--- src/rtl/muldiv_unit_if.sv ---
// Request/response bundle between the execute stage and the iterative mul/div unit.
interface muldiv_unit_if #(parameter int XLEN = 32);
  logic            start;
  logic [2:0]      funct3;
  logic [XLEN-1:0] oprand_1;
  logic [XLEN-1:0] oprand_2;
  logic            flush;
  logic            busy;
  logic            done;
  logic [XLEN-1:0] result;

  modport master (output start, funct3, oprand_1, oprand_2, flush,
                  input  busy, done, result);
  modport slave  (input  start, funct3, oprand_1, oprand_2, flush,
                  output busy, done, result);
endinterface

--- src/rtl/muldiv_unit.sv ---
// Iterative RV32M multiply/divide: sign-magnitude operands, XLEN shift-add or
// restoring-divide steps, one sign-fix cycle, one done cycle.
module muldiv_unit #(parameter int XLEN = 32) (
  input  logic         clk,
  input  logic         rst,
  muldiv_unit_if.slave bus
);
  localparam int CW = $clog2(XLEN);

  typedef enum logic [1:0] {IDLE, CALC, FIX, DONE} state_t;
  state_t state, state_nxt;

  logic [CW-1:0]     count;
  logic [2:0]        f3;
  logic              sign1, neg_q, div0;
  logic [XLEN-1:0]   opa;     // multiplicand (mul) or divisor (div)
  logic [2*XLEN-1:0] acc;     // product, or dividend/quotient in the low half
  logic [XLEN-1:0]   rem;
  logic [XLEN-1:0]   res_q;

  logic              accept, is_div, s1_in, s2_in;
  logic [XLEN-1:0]   abs1, abs2;
  logic [XLEN:0]     msum, shifted;
  logic [XLEN-1:0]   diff, quo_fix, rem_fix, fix_res;
  logic              qbit;
  logic [2*XLEN-1:0] prod;

  assign accept = (state == IDLE) && bus.start && !bus.flush;
  assign is_div = f3[2];

  // Signed operand 1: MULH, MULHSU, DIV, REM. Signed operand 2: MULH, DIV, REM.
  assign s1_in = bus.oprand_1[XLEN-1] &
                 ((bus.funct3[2] & ~bus.funct3[0]) | (~bus.funct3[2] & (bus.funct3[1] ^ bus.funct3[0])));
  assign s2_in = bus.oprand_2[XLEN-1] &
                 ((bus.funct3[2] & ~bus.funct3[0]) | (bus.funct3 == 3'b001));
  assign abs1  = s1_in ? -bus.oprand_1 : bus.oprand_1;
  assign abs2  = s2_in ? -bus.oprand_2 : bus.oprand_2;

  assign msum    = {1'b0, acc[2*XLEN-1:XLEN]} + {1'b0, (acc[0] ? opa : '0)};
  assign shifted = {rem, acc[XLEN-1]};
  assign qbit    = (shifted >= {1'b0, opa});
  assign diff    = shifted[XLEN-1:0] - opa;

  // A zero divisor needs only the quotient forced; the remainder path already
  // reproduces the dividend, and INT_MIN / -1 falls out of the magnitudes.
  assign prod    = neg_q ? -acc : acc;
  assign quo_fix = div0 ? '1 : (neg_q ? -acc[XLEN-1:0] : acc[XLEN-1:0]);
  assign rem_fix = sign1 ? -rem : rem;
  assign fix_res = is_div ? (f3[1] ? rem_fix : quo_fix)
                          : ((f3[1:0] == 2'b00) ? prod[XLEN-1:0] : prod[2*XLEN-1:XLEN]);

  always_ff @(posedge clk or posedge rst) begin
    if (rst) state <= IDLE;
    else     state <= state_nxt;
  end

  always_comb begin
    state_nxt = state;
    case (state)
      IDLE:    if (accept) state_nxt = CALC;
      CALC:    if (bus.flush) state_nxt = IDLE;
               else if (count == CW'(XLEN-1)) state_nxt = FIX;
      FIX:     state_nxt = bus.flush ? IDLE : DONE;
      DONE:    state_nxt = IDLE;
      default: state_nxt = IDLE;
    endcase
  end

  always_ff @(posedge clk or posedge rst) begin
    if (rst) begin
      count <= '0;
      f3    <= '0;
      sign1 <= 1'b0;
      neg_q <= 1'b0;
      div0  <= 1'b0;
      opa   <= '0;
      acc   <= '0;
      rem   <= '0;
      res_q <= '0;
    end else begin
      if (accept) begin
        count <= '0;
        f3    <= bus.funct3;
        sign1 <= s1_in;
        neg_q <= s1_in ^ s2_in;
        div0  <= (bus.oprand_2 == '0);
        opa   <= bus.funct3[2] ? abs2 : abs1;
        acc   <= {{XLEN{1'b0}}, (bus.funct3[2] ? abs1 : abs2)};
        rem   <= '0;
      end else if (state == CALC) begin
        count <= count + CW'(1);
        if (is_div) begin
          rem             <= qbit ? diff : shifted[XLEN-1:0];
          acc[XLEN-1:0]   <= {acc[XLEN-2:0], qbit};
        end else begin
          acc <= {msum, acc[XLEN-1:1]};
        end
      end
      if (state == FIX && !bus.flush) res_q <= fix_res;
    end
  end

  assign bus.busy   = (state != IDLE);
  assign bus.done   = (state == DONE);
  assign bus.result = res_q;
endmodule
--- src/flat_wrapper.sv ---
// flat-port wrapper written by rule: the top's interface ports become plain ports
module muldiv_unit_flat 
#(parameter int XLEN = 32)
  (clk, rst, bus_start, bus_funct3, bus_oprand_1, bus_oprand_2, bus_flush, bus_busy, bus_done, bus_result);
  muldiv_unit_if #(.XLEN(XLEN)) bus_i ();
  input  logic clk;
  input  logic rst;
  input wire logic [$bits(bus_i.start)-1:0] bus_start;
  input wire logic [$bits(bus_i.funct3)-1:0] bus_funct3;
  input wire logic [$bits(bus_i.oprand_1)-1:0] bus_oprand_1;
  input wire logic [$bits(bus_i.oprand_2)-1:0] bus_oprand_2;
  input wire logic [$bits(bus_i.flush)-1:0] bus_flush;
  output wire logic [$bits(bus_i.busy)-1:0] bus_busy;
  output wire logic [$bits(bus_i.done)-1:0] bus_done;
  output wire logic [$bits(bus_i.result)-1:0] bus_result;
  assign bus_i.start = bus_start;
  assign bus_i.funct3 = bus_funct3;
  assign bus_i.oprand_1 = bus_oprand_1;
  assign bus_i.oprand_2 = bus_oprand_2;
  assign bus_i.flush = bus_flush;
  assign bus_busy = bus_i.busy;
  assign bus_done = bus_i.done;
  assign bus_result = bus_i.result;
  muldiv_unit #(.XLEN(XLEN)) u_core (.clk(clk), .rst(rst), .bus(bus_i));
endmodule
--- config.mk ---
export PLATFORM = sky130hd
export DESIGN_NAME = muldiv_unit_flat
export DESIGN_NICKNAME = d
export VERILOG_FILES = /design/src/rtl/muldiv_unit_if.sv /design/src/rtl/muldiv_unit.sv /design/src/flat_wrapper.sv
export SDC_FILE = /design/constraint.sdc
export NUM_CORES = 1
export LEC_CHECK = 0
export ABC_AREA = 1
export ABC_CLOCK_PERIOD_IN_PS = 6150
export BUFFER_PORTS_ARGS = -buffer_cell sky130_fd_sc_hd__buf_2
export CORE_ASPECT_RATIO = 1.5
export CORE_UTILIZATION = 40
export CTS_BUF_LIST = sky130_fd_sc_hd__clkbuf_2
export DETAILED_ROUTE_END_ITERATION = 12
export GPL_TIMING_DRIVEN = 1
export PLACE_DENSITY = 0.62
export REMOVE_ABC_BUFFERS = 1
export SETUP_SLACK_MARGIN = 0.3
export SYNTH_ARGS = -nofsm -noshare
export SYNTH_HDL_FRONTEND = slang
export SYNTH_SLANG_ARGS = --single-unit
export TNS_END_PERCENT = 30
--- constraint.sdc ---
create_clock -name clk -period 6.15 [get_ports clk]
set_input_delay 1.23 -clock clk [delete_from_list [all_inputs] [get_ports clk]]
set_output_delay 1.23 -clock clk [all_outputs]
set_load 0.005 [all_outputs]
---- Word level (Yosys, flattened, before mapping) ----
Cells that the tools add are included.
storage, ports and cells
  flip-flop bits (word level) ............. 173
operators by class
  reduce and logical (&&, ||, !) cells .... 13
  add/sub/neg operators ................... 8
  order comparisons ....................... 1
  multiplexer cells ....................... 27
  equality and inequality tests ........... 8
  bitwise operators ....................... 10
operators with widths
  kind                                                    number
  2-to-1 mux 32 bit                                       17
  2-to-1 mux 64 bit                                       3
  negator 32 bit                                          4
  negator 64 bit                                          1
  adder 32 x 32 -> 33 bit                                 1
  greater-or-equal comparator 33 x 32 -> 1 bit            1
  zero test 32 bit                                        1
  subtractor 32 bit                                       1
  2-to-1 mux 5 bit                                        2
  2-to-1 mux 2 bit                                        4
  case mux 2 bit (4 select lines)                         1
  AND reduction 2 bit                                     3
  nonzero test 2 bit                                      3
  adder 5 x 1 -> 5 bit (second input constant)            1
  == test 5 bit (second input constant)                   1
  bitwise AND 1 bit                                       4
  == test 2 bit (second input constant)                   2
  zero test 2 bit                                         2
  == test 3 x 1 -> 1 bit (second input constant)          1
  logical AND 1 bit                                       3
  inequality test 3 x 2 -> 1 bit (second input constant)  1
  == test 2 x 1 -> 1 bit (second input constant)          1
  inequality test 2 x 1 -> 1 bit (second input constant)  1
  inequality test 2 bit (second input constant)           1
  4 further kinds                                         7

---- Depth between registers and ports, before layout ----
  word-level depth ........................ 7
  depth in mapped cells ................... 17

---- Worst setup path after synthesis ----
OpenSTA, ideal clock, no wires.
  kind .................................... input-to-reg
  from .................................... input port bus_oprand_2[0]
  to ...................................... register u_core.acc[28]
  slack ................................... 3.483 ns
  stages on the path ...................... 12
  arrival time ............................ 2.550 ns
  library setup time ...................... 0.118 ns
  cells stage by stage .................... inv_1 -> ha_1 -> inv_1 -> nor3_2 -> nand2_1 -> nor2_2 -> nand3_1 -> nand2_1 -> o21ai_1 -> xor2_1 -> a21oi_1 -> nor2_1
on the way
  word-level cells in the longest chain between the ends .. 4
ends and longest elaborated chain
  what                            RTL line            text
  start: declaration              flat_wrapper.sv:11  input wire logic [$bits(bus_i.oprand_2)-1:0] bus_oprand_2;
  negator 32 bit                  muldiv_unit.sv:37   assign abs2 = s2_in ? -bus.oprand_2 : bus.oprand_2;
  2-to-1 mux 32 bit               muldiv_unit.sv:37
  2-to-1 mux 32 bit               muldiv_unit.sv:88   acc <= {{XLEN{1'b0}}, (bus.funct3[2] ? abs1 : abs2)};
  2-to-1 mux 64 bit               muldiv_unit.sv:81   if (accept) begin
  end signal: assignment          muldiv_unit.sv:88
  end signal: indexed assignment  muldiv_unit.sv:94   acc[XLEN-1:0] <= {acc[XLEN-2:0], qbit};
  end signal: assignment          muldiv_unit.sv:96   acc <= {msum, acc[XLEN-1:1]};
  end: declaration                muldiv_unit.sv:17   logic [2*XLEN-1:0] acc;
Every way passes these cells.
A chain may end at the register's enable or synchronous reset.

---- Final worst setup path ----
  from .................................... register u_core.acc[31]
  to ...................................... register u_core.rem[12]
on the way
  word-level cells in the longest chain between the ends .. 5
ends and longest elaborated chain
  what                                                                               RTL line                              text
  subtractor 32 bit or greater-or-equal comparator 33 x 32 -> 1 bit (tied branches)  muldiv_unit.sv:42, muldiv_unit.sv:41
  2-to-1 mux 32 bit (*)                                                              muldiv_unit.sv:93                     rem <= qbit ? diff : shifted[XLEN-1:0];
  2-to-1 mux 32 bit (*)                                                              muldiv_unit.sv:92                     if (is_div) begin
  2-to-1 mux 32 bit (*)                                                              muldiv_unit.sv:90                     end else if (state == CALC) begin
  2-to-1 mux 32 bit (*)                                                              muldiv_unit.sv:81
  end signal: assignment                                                             muldiv_unit.sv:93
  end: declaration                                                                   muldiv_unit.sv:18                     logic [XLEN-1:0] rem;
Mark *: on every way between the ends. The rest lies on a longest branch, timed or not. The select of a mux whose other input is x is not followed.

==> flow_summary_export.csv <==
group,metric,value,unit
run_status,outcome,"complete, no violations",
synth,yosys_most_used_dff,"dfrtp_1",
sta,setup_viol,0,
global_route,grt_pass1_vias,20700,
layout,area_delta_synth_final,6.78,%
synth,synth_area_leaders,"dfrtp_1 24%, nand2_1 22%, nand3_1 8.3%, inv_1 8.1%, nor2_1 7.4%",
setup_path,required,7.06,ns
synth,synth_area_per_cell,5.84,um^2
clock_network,clock_latency,1.05,ns
global_route,grt_pass1_wl,132000,um
placed_design,place_congestion,1.05,
floorplan,start_util,0.407,
synth,synth_top_cell_by_area,"dfrtp_1",
layout,final_nets,3337,
clock_network,hold_buffers,0,
synth,synth_area,18300,um^2
floorplan,die_h,264,um
clock_network,cts.repair.resized,0,
pwr,intPower,4.26,mW
sta,slew_headroom,0.163,
synth,synth_most_common_cell,"nand2_1",
setup_path,crit_fanout,33,
pwr,irDropWorstVdd,0.000322,V
drt,num_vias,21700,
synth,ys_ff_latch,173,
synth,ys_warn_count,0,
floorplan,pin_count,105,
layout,fill_cells,5037,
clock_network,h-tree-depth,4,
pwr,p_clk_frac,0.060,
clock_network,clkTransAtPathRegs,0.32,ns
sta,max_freq,0.319,GHz
drt,drt_iter0_drc,2224,
sta,rsz0062_at_grt,"false",
setup_path,start_kind,"register",
sta,whs,0.210,ns
sta,skew,0.0955,ns
clock_network,cts.sinks,173,
run,cap_violations,0,
pwr,power,11.5,mW
pwr,p_comb_frac,0.710,
pwr,p_leak,10.2,nW
sta,fin_crit,3.13,ns
floorplan,rows,95,
pwr,seqPwrFrac,0.230,
setup_path,end_kind,"register",
synth,synth_edf_count,0,
floorplan,die_area,46700,um^2
pwr,swShare,0.630,
setup_path,crit_type,"reg -> reg",
synth,synth.distinct_cells,53,
clock_network,cts_buffers,17,
global_route,grt_overflow,0,
layout,utilization,0.435,
clock_network,cts_tree,"built",
global_route,antenna_found_initial,1,
global_route,grt_start_max_net_pins,75,
sta,layout_worst_path_cycle_share,0.509,
drt,finalWirelength,89000,um
floorplan,core-area,45000,um^2
placed_design,post-place-ws,2.35,ns
drt,ant_nets,0,
drt,avgRoutedWirePerCell,23.5,um
drt,drc_errors,0,
sta,finalHoldViolations,0,
pwr,p_per_area,588,nW/um^2
synth,async_flop_share,1.00,
synth,syn_inst,3143,
hold_path,hold_path_class,"in -> async",
synth,synth_seq_area_share,0.236,
placed_design,hpwl,72500,um
drt,dr.pass1.iters,8,
placed_design,io_buffers,104,
sta,worst_pin_slew,1.25,ns
synth,yosysTopAreaCellShare,0.236,
sta,tns,0,ns
sta,maxSlewViolCount,0,
sta,worst_slack,3.02,ns
pwr,switching_power,7.27,mW
clock_network,max-clock-path-buffers,2,
global_route,track_usage,0.385,
setup_path,cp.arrival,4.05,ns
drt,viasPerCell,5.73,
synth,synth_common_cells,"1072 x nand2_1, 395 x inv_1, 360 x nor2_1, 303 x nand3_1, 173 x dfrtp_1",
floorplan,die_w,177,um
clock_network,cts_root_buffer,"clkbuf_2",
layout,layout-drive-gt1-share,0.0699,
clock_network,postCtsSetupBuffers,0,
## routing by layer
| metal | wire [um] | GRT usage |
|---|---|---|
| met5 | 0 | 0 |
| met4 | 8480 | 0.313 |
| met3 | 5450 | 0.0567 |
| met2 | 42300 | 0.636 |
| met1 | 32700 | 0.436 |
## state kept, by name (all words and copies together) (netlist names), 2 cells and up
register	cells
u_core.acc	64
u_core.bus.result	32
u_core.opa	32
u_core.rem	32
u_core.count	5
u_core.f3	3
u_core.state	2
## stage by stage
| stage | cell area [um^2] | std cells |
|---|---|---|
| after floorplan | 17900 | 3049 |
| after global placement | 19300 | 3756 |
| after detailed placement | 19300 | 3756 |
| after CTS | 19600 | 3788 |
| after global routing | 19600 | 3789 |
| final | 19600 | 3792 |
## path summary, 6_finish.rpt
check	slack [ns]	end	cells past startpoint	from
min reg2reg	0.52	u_core.bus.result[8]	2	u_core.bus.result[8]
min	0.21	u_core.bus.result[31]	2	rst
min in group clk	0.39	u_core.state[1]	2	bus_flush
max in group asynchronous	4.85	u_core.acc[13]	3	rst
max reg2reg	3.02	u_core.rem[12]	16	u_core.acc[31]
max	3.02	u_core.rem[12]	16	u_core.acc[31]
## cell families (layout without fill, tap and decap cells)
family | count (synthesis) | after routing | synth area share
compound gates | 445 | 445 | 0.142
buf+inv | 505 | 568 | 0.109
flops | 173 | 173 | 0.236
simple gates | 1865 | 1865 | 0.424
fa+ha+maj | 73 | 73 | 0.0506
other cells | 0 | 4 | 0
xor+xnor | 82 | 82 | 0.0391
## cell type report
| class | count | area (um^2) | area share |
|---|---|---|---|
| clock buffer | 17 | 85.1 | 0.00434 |
| sequential | 173 | 4330 | 0.221 |
| tap | 582 | 728 | 0.0372 |
| timing repair buffer | 125 | 691 | 0.0353 |
| antenna | 4 | 10.0 | 0.000511 |
| multi-input combinational | 2465 | 12000 | 0.614 |
| clock inverter | 15 | 164 | 0.00837 |
| inverter | 411 | 1550 | 0.0790 |
## power groups by stage
stage / registers, mW / clock network [mW] / logic [mW]
2_1_floorplan: 2.21 / 0 / 5.24
3_3_place_gp: 2.61 / 0 / 7.98
3_5_place_dp: 2.61 / 0 / 7.99
4_1_cts: 2.59 / 0.694 / 8.03
5_1_grt: 2.65 / 0.737 / 9.03
6_report: 2.65 / 0.690 / 8.19
## layout by cell type, fill, tap and decap left out, drive strengths merged
cell type and instances:
a32o 1, a21boi 2, nand3b 18, o211ai 33, dfrtp 173, and2 3
o22ai 12, clkinvlp 1, o21a 6, o31ai 3, a21oi 150, nor2 383
nor3 24, o2bb2ai 1, a22o 3, and3 3, a22oi 4, o221ai 9
o21ai 167, nor4 7, fa 2, nand4 34, or2 7, xor2 52
a211oi 1, nand2 1080, diode 4, nor3b 1, clkbuf 17, a31oi 12
a21o 7, o21bai 6, buf 125, nand3 305, inv 418, xnor2 30
ha 71, clkinv 7, a221oi 28
## critical path, stage by stage, from the launching register on
cell and delay, ns:
dfrtp_1 0.67, inv_1 0.20, ha_1 0.24, inv_1 0.09, nand3_1 0.07, nand2_1 0.21, nand2_1 0.10, nand2_2 0.11
nand2_1 0.07, nand2_2 0.10, nand2_1 0.11, nand3_2 0.12, nand2_4 0.24, nand2_4 0.40, nand2_1 0.14, nand3_1 0.10
nand2_1 0.05
Power figures use the tool's default switching activity.
